===== src/rtl/kore_funcfsm_seq.sv =====
// kore_funcfsm_seq: multi-cycle regbank read / execute / write-back sequencer.
// Optional zero/carry/overflow flag outputs are enabled by defining KORE_FUNC_FLAGS_EN.
module kore_funcfsm_seq #(
    parameter int DW           = 32,
    parameter int AW           = 5,
    parameter int RD_LAT       = 1,
    parameter bit R0_HARDWIRED = 1'b1
) (
    input  logic          clk,
    input  logic          rst,
    input  logic          opflag,
    input  logic [6:0]    opcode,
    input  logic [AW-1:0] pcdata_rs0,
    input  logic [AW-1:0] pcdata_rs1,
    input  logic [AW-1:0] pcdata_rd,
    input  logic [DW-1:0] data_bus,
    output logic [AW-1:0] reg_sel,
    output logic          reg_rd,
    output logic [DW-1:0] data_out,
    output logic          wt_en,
    output logic          eop,
    output logic          busy,
`ifdef KORE_FUNC_FLAGS_EN
    output logic          illegal,
    output logic          flag_z,
    output logic          flag_c,
    output logic          flag_v
`else
    output logic          illegal
`endif
);
    localparam logic [6:0] OP_DEC = 7'h08;
    typedef enum logic [2:0] {IDLE, RS0, RS1, EXEC, WB} state_t;
    state_t          r_state;
    logic [6:0]      r_op;
    logic [AW-1:0]   r_rs1;
    logic [AW-1:0]   r_rd;
    logic [DW-1:0]   r_a;
    logic [DW-1:0]   r_b;
    logic [2:0]      r_cnt;
    logic [DW-1:0]   w_mul;
    logic [DW-1:0]   w_res;
    logic            w_legal;
`ifdef KORE_FUNC_FLAGS_EN
    logic [2*DW-1:0] w_prod;
    assign w_prod = {{DW{1'b0}}, r_a} * {{DW{1'b0}}, r_b};
    assign w_mul  = w_prod[DW-1:0];
`else
    assign w_mul  = r_a * r_b;
`endif
    // every opcode bit selects exactly one operation, so legality is just one-hotness
    assign w_legal = $onehot(r_op);
    assign w_res   = r_op[0] ? w_mul :
                     r_op[1] ? r_a + r_b :
                     r_op[2] ? r_a - r_b :
                     r_op[3] ? r_a - DW'(1) :
                     r_op[4] ? r_a & r_b :
                     r_op[5] ? r_a | r_b : r_a ^ r_b;
    always_ff @(posedge clk) begin
        if (rst) begin
            r_state  <= IDLE;
            r_op     <= '0;
            r_rs1    <= '0;
            r_rd     <= '0;
            r_a      <= '0;
            r_b      <= '0;
            r_cnt    <= '0;
            reg_sel  <= '0;
            reg_rd   <= 1'b0;
            data_out <= '0;
            wt_en    <= 1'b0;
            eop      <= 1'b0;
            busy     <= 1'b0;
            illegal  <= 1'b0;
`ifdef KORE_FUNC_FLAGS_EN
            flag_z   <= 1'b0;
            flag_c   <= 1'b0;
            flag_v   <= 1'b0;
`endif
        end else begin
            case (r_state)
                IDLE: if (opflag) begin
                    r_state <= RS0;
                    r_op    <= opcode;
                    r_rs1   <= pcdata_rs1;
                    r_rd    <= pcdata_rd;
                    reg_sel <= pcdata_rs0;
                    reg_rd  <= 1'b1;
                    busy    <= 1'b1;
                    r_cnt   <= 3'(RD_LAT);
                end
                RS0: if (r_cnt != 3'd0) r_cnt <= r_cnt - 3'd1;
                else begin
                    r_a   <= data_bus;
                    r_cnt <= 3'(RD_LAT);
                    if (r_op == OP_DEC) begin
                        r_state <= EXEC;
                        reg_rd  <= 1'b0;
                    end else begin
                        r_state <= RS1;
                        reg_sel <= r_rs1;
                    end
                end
                RS1: if (r_cnt != 3'd0) r_cnt <= r_cnt - 3'd1;
                else begin
                    r_b     <= data_bus;
                    r_state <= EXEC;
                    reg_rd  <= 1'b0;
                end
                EXEC: begin
                    r_state  <= WB;
                    eop      <= 1'b1;
                    illegal  <= !w_legal;
                    wt_en    <= w_legal && !(R0_HARDWIRED && r_rd == '0);
                    data_out <= w_legal ? w_res : '0;
                    reg_sel  <= r_rd;
`ifdef KORE_FUNC_FLAGS_EN
                    if (w_legal) begin
                        flag_z <= w_res == '0;
                        flag_c <= r_op[1] ? w_res < r_a : r_op[2] ? r_a < r_b : r_op[3] && r_a == '0;
                        flag_v <= r_op[0] && |w_prod[2*DW-1:DW];
                    end
`endif
                end
                WB: begin
                    r_state <= IDLE;
                    eop     <= 1'b0;
                    wt_en   <= 1'b0;
                    illegal <= 1'b0;
                    busy    <= 1'b0;
                end
                default: r_state <= IDLE;
            endcase
        end
    end
endmodule


===== config.mk =====
export PLATFORM = sky130hd
export DESIGN_NAME = kore_funcfsm_seq
export DESIGN_NICKNAME = d
export VERILOG_FILES = /design/src/rtl/kore_funcfsm_seq.sv
export SDC_FILE = /design/constraint.sdc
export NUM_CORES = 2
export LEC_CHECK = 0
export CAP_MARGIN = 20
export CORE_UTILIZATION = 58
export DETAILED_ROUTE_END_ITERATION = 7
export PLACE_DENSITY = 0.77
export SLEW_MARGIN = 20
export SYNTH_ARGS = -nofsm -noshare
export SYNTH_HDL_FRONTEND = slang
export SYNTH_SLANG_ARGS = --single-unit

===== constraint.sdc =====
create_clock -name clk -period 7.18 [get_ports clk]
set_clock_uncertainty 0.15 [all_clocks]
set_input_delay 1.077 -clock clk [delete_from_list [all_inputs] [get_ports clk]]
set_output_delay 1.077 -clock clk [all_outputs]
set_load 0.02 [all_outputs]

# Yosys cells after proc, flatten, opt, wreduce, memory -nomap -nowiden

Index checks and enable logic that the tools add are counted.

Register bits after elaboration: 129
Input port bits: 57
Output and inout bits: 42
Logic and storage cells: 87

$add $sub $neg: 10
Multipliers: 1
Equal/unequal tests: 12
Multiplexer cells: 28
Bitwise operators: 4
Reductions and logical operators: 18

Operator list:

| kind                                                                  | count |
|---|---|
| 32-bit 2-to-1 mux                                                     | 7 |
| 32-bit adder                                                          | 1 |
| 32-bit bitwise AND                                                    | 1 |
| 32-bit by 32-bit multiplier with 32-bit output                        | 1 |
| 32-bit OR                                                             | 1 |
| 32-bit by 1-bit subtractor with 32-bit output, second input constant  | 1 |
| 32-bit subtractor                                                     | 1 |
| 32-bit XOR                                                            | 1 |
| 3-bit 2-to-1 mux                                                      | 5 |
| 5-bit 2-to-1 mux                                                      | 3 |
| 5-bit one-hot mux with 3 select lines                                 | 1 |
| 2-bit inequality test, second input constant                          | 6 |
| 3-bit one-hot mux with 4 select lines                                 | 1 |
| 3-bit one-hot mux with 3 select lines                                 | 1 |
| 3-bit nonzero test                                                    | 3 |
| 1-bit one-hot mux with 2 select lines                                 | 4 |
| 2-bit AND reduction                                                   | 4 |
| 7-bit by 4-bit equality test with 1-bit output, second input constant | 1 |
| 1-bit by 1-bit adder with 2-bit output                                | 3 |
| 3-bit by 1-bit equality test with 1-bit output, second input constant | 2 |
| 3-bit by 2-bit equality test with 1-bit output, second input constant | 2 |
| 3-bit AND reduction                                                   | 2 |
| 5-bit zero test                                                       | 1 |
| 1-bit 2-to-1 mux                                                      | 5 |
| other kinds (13)                                                      | 15 |

# Logic depth before layout (Yosys ltp)

Word-level depth: 8
Gate-level depth with buffers: 29
Gate-level depth less buffers: 27

# Worst setup path after synthesis

Ideal clock, no wire load.

Path type: flip-flop to flip-flop
From: register r_a[12]
To: register data_out[29]
Library setup time: 0.127 ns
Arrival: 6.994 ns
Setup slack: -0.091 ns
Cell stages (with the launch flop): 27
Buffers on the path: 2
Period minus slack after synthesis: 7.271 ns
Cell sequence: dfxtp_1 buf_1 inv_1 clkbuf_1 nor2_1 fa_1 fa_1 fa_1 inv_1 fa_1 inv_1 fa_1 inv_1 fa_1 inv_1 fa_1 fa_1 ha_1 nand2_1 o21ai_0 a21oi_1 o31a_1 o31ai_1 o21a_1 o31a_1 nor2_1 or3_1

Cells in the longest elaborated chain, start to end: 6
Elaborated cells between the ends (all ways): 9
Those cells by class: 3 x add/sub; 1 x mul; 5 x mux

RTL lines:

| item                                                                                                   | RTL line | text |
|---|---|---|
| start: declaration                                                                                     | 38       | `logic [DW-1:0] r_a;` |
| start signal: assignment                                                                               | 94       | `r_a <= data_bus;` |
| parallel branches: the longest is 4 deep, another holds 32-bit by 32-bit multiplier with 32-bit output | n/a      |  |
| 32-bit 2-to-1 mux (*)                                                                                  | 53       | `assign w_res = r_op[0] ? w_mul :` |
| 32-bit 2-to-1 mux (*)                                                                                  | 115      | `data_out <= w_legal ? w_res : '0;` |
| end signal: assignment                                                                                 | 115      |  |
| end: declaration                                                                                       | 19       | `output logic [DW-1:0] data_out,` |

Every way passes the cells marked *.
A chain may end at the register's enable or synchronous reset.

# Worst setup path after layout

From: register r_a[6]
To: register data_out[28]

Same word-level chain as after synthesis.

==> impl_results.md <==
- Vias: ~25000
- Global-route wire length before repair: approximately 150000 um
- Post-Place Worst Slack: -0.447 ns
- Peak fanout along the critical path: 5
- Via density per instance: ~6.1
- Critical path buffer and inverter count: 7
- Register-to-register setup slack: -0.09 ns
- Max Clock Freq: about 0.14 GHz
- Failing checks: setup timing
- Post-layout minimum cycle time: just over 7 ns
- Outcome: finished with violations
- Area enclosed by the die boundary: between 40000 and 50000 um2
- Most heavily used metal layer in global routing: met2
- Number of setup violations in the final report: 6
- Most area-hungry cell type in the Yosys netlist: fa_1
- Max Buffers Root-to-Sink: 2
- Layout cell share with drive strength beyond 1: 0.179
- Cell area after placement: 29400 um2
- DRT Wirelength: between 100000 and 150000 um
- Power Density: 134 nW/um2
- Largest net degree at the start of global routing: 85
- Effective utilization at floorplan: 0.591
- Power Total: about 0.0042 W
- Final weighted congestion in routability-driven placement: between 1 and 1.5
- MaxCap Viol Count: 0
- Number of top-level design ports: 99
- Worst setup path endpoint: data_out[28]
- Synth area leaders: fa_1 (32%), ha_1 (11%), dfxtp_1 (10%)
- Area occupied by multi-input gates: about 21000 um2
- Cell types with the highest counts after synthesis: inv_1 (469), nor2_1 (450), nand2_1 (448)
- FILL cells: approximately 3300
- 1st-pass router iterations: 6
- DRC errors left: 0
- Root buffer cell: clkbuf_16
- Category of cells accounting for the largest share of critical-path delay: adder cells
- NumNets Final: around 4200
- Maximum single-stage delay on the critical path: approximately 0.58 ns
- Inst Count DP: between 4000 and 5000
- R2R cell count: 27
- IR Drop Worst-Case VDD: 0.000177 V
- Pleak: ~14 nW
- Number of cells on the critical path: 27
- Routed Antenna Nets: 0
- Core outline area: approximately 43000 um2
- Worst r2r dst: data_out[28]
- Worst min-delay path category: reg -> reg
- Number of antenna violations at the first check in global routing: 5
- Mean area per synthesized cell: roughly 8.0 um2
- Number of instances in the synthesized netlist: 3213
- Horiz. Die Dim: ~210 um
- Worst Setup Slack, final: -0.0887 ns
- Site Rows: 76
- Area share of the largest cell type after synthesis: 0.324
- Total standard cell area after synthesis: 25600 um2
- Hpwl dp: 84200 um
- CP Data Required Time: ~7.5 ns
- Layout Cells excl Fill: about 4100
- Synthesis Warnings: 0
- Post-Syn Nets: 3906
- Overall global routing resource usage: 0.475
- Path type of the worst setup path: reg -> reg
- Worst EP arrival: ~7.6 ns
- Worst rel slew slack: 0.320
- Inserted Clock Buffers: 17
- Post-DR wirelength/cell: between 20 and 30 um
- Number of max-slew violations in the final report: 0
- Iteration-0 DRC count of the detailed router: between 2000 and 3000
- Proportion of register bits with asynchronous set or reset after synthesis: 0
- Most common cell in the netlist: inv_1
- Critical path origin: r_a[6]
- Worst-skew pair later-pin latency: approximately 0.5 ns
- Number of enable-type register cells in the synthesized netlist: 0
- Share of the clock period used by the worst path after layout: 1.01
- Area growth, synth to finish: 22.2%
- Clk slew on worst S/H paths: about 0.070 ns
- Cell with the most instances on the worst path: fa_1
- Crit start category: register
- Standard cell with the maximum stage delay on the critical path: or4_4
- Distinct cell type count after synthesis: 76
- Total clock sinks: ~130
- Non-Filler Cell Area, Final: roughly 31000 um2
- Vias in the first global route: 25000
- Met2 global-route usage: 0.715
- Die Ht: roughly 210 um
- Overflow left after global routing: 0
- Area of all sequential standard cells: approximately 2600 um2
- Global routing usage on met1: 0.580
- Transition time of the tightest slew-check pin: 1.02 ns
- Sequential area share after synthesis: 0.101
- Count of final hold-check violations: 0
- Met3 Track Usage GR: 0.160
- RSZ-0062 raised after global routing: true
- Reg-to-Reg Start: r_a[6]
- CTS tree: done
- Number of input and output port buffers inserted: around 100
- Endpoint kind of the worst setup timing path: register
- Depth of the CTS H-tree: 4
- #FFs+latches synth: 129
- Top FF cell, synth: dfxtp_1
per-layer routing:
layer / routed length [um] / vias to the layer above
met1: 38500 / 12100
li1: - / 10800
met5: 51 / -
met4: 8040 / 8
met2: 46300 / 1690
met3: 13300 / 447
report_power, final:
group | total [W] | switching [W] | internal, W
logic | 0.00243 | 0.00148 | 0.000949
clock network | 0.000945 | 0.000452 | 0.000492
registers | 0.000831 | 0.0000625 | 0.000769
cells by family (layout without fill, tap and decap cells):
kind of cell,after synthesis,count (layout),share of synthesized area
adders and majority gates,636,636,0.432
AOI/OAI and AO/OA,549,549,0.138
muxes,16,16,0.00626
buffers and inverters,675,985,0.0996
and+or+nand+nor,1051,1051,0.169
DFF,129,129,0.101
xor gates and xnor gates,157,157,0.0537
other,0,4,0
sequential cells by signal, summed over array words and instances (netlist names):
register  flops
r_a          32
r_op          7
data_out     32
r_rd          5
eop           1
r_cnt         3
r_rs1         5
illegal       1
r_state       3
reg_sel       5
busy          1
r_b          32
reg_rd        1
wt_en         1
how the worst min path moves through the flow:
stage / startpoint / endpoint / slack (ns) / depth (start not counted)
floorplan: r_rs1[0] / r_rs1[0] / 0.29 / 2
global route: data_out[24] / data_out[24] / 0.33 / 1
global placement: data_out[16] / data_out[16] / 0.29 / 2
detailed placement: data_out[24] / data_out[24] / 0.29 / 1
CTS: r_rs1[1] / r_rs1[1] / 0.31 / 2
finish: r_rs1[4] / r_rs1[4] / 0.31 / 2
worst register-to-register path, stage by stage (launching register included):
cell      delay [ns]
dfxtp_4         0.37
buf_12          0.13
buf_12          0.13
ha_4            0.16
inv_2           0.12
fa_1            0.43
inv_1           0.09
fa_2            0.43
inv_1           0.10
fa_2            0.45
fa_1            0.51
inv_1           0.05
ha_1            0.30
ha_4            0.28
fa_1            0.42
fa_1            0.52
ha_4            0.31
nand3_2         0.12
or2_4           0.31
nor3_4          0.15
o21ai_2         0.11
or4_4           0.58
a211o_4         0.39
xor2_1          0.16
buf_4           0.14
a21oi_2         0.12
o221ai_1        0.12
nand2_1         0.09
cell usage in the layout (no fill, tap or decap), types with 19 or more instances in the layout:
master,Yosys,routed
fa_2,0,40
ha_1,222,205
buf_6,0,20
nand2_1,448,444
o21ai_0,61,56
xnor2_1,123,120
inv_1,469,436
a21o_1,23,22
dfxtp_1,129,106
buf_12,0,36
fa_1,414,374
buf_4,0,311
nor2_2,0,31
a21oi_1,227,216
nor2_1,450,409
xor2_1,34,33
inv_2,4,27
clkbuf_16,0,19
a211oi_1,85,85
clkdlybuf4s50_1,0,97
nor3_1,43,37
per-stage QoR:
stage | hold slack [ns] | utilization | setup TNS [ns]
after floorplan | 0.286 | - | 0
after global placement | 0.286 | 0.679 | -1.74
after detailed placement | 0.291 | 0.679 | -2.66
after CTS | 0.308 | 0.700 | -0.0280
after global routing | 0.331 | 0.723 | -1.38
final | 0.308 | 0.723 | -0.314
repair_timing:
action	CTS	global route
gates cloned	0	2
setup buffers	7	36
resized for setup	72	185
pin swaps	33	89
hold buffers	0	0
setup endpoints to repair	9	12
area by class of cell:
cell class,count,share of cell area
diodes,4,0.000320
clock buffers,17,0.0136
clock inverters,15,0.00540
inverters,484,0.0595
multi-input cells,2409,0.675
flip-flops and latches,129,0.0839
well taps,585,0.0234
repair buffers,469,0.139
(Power assumes the default switching activity.)
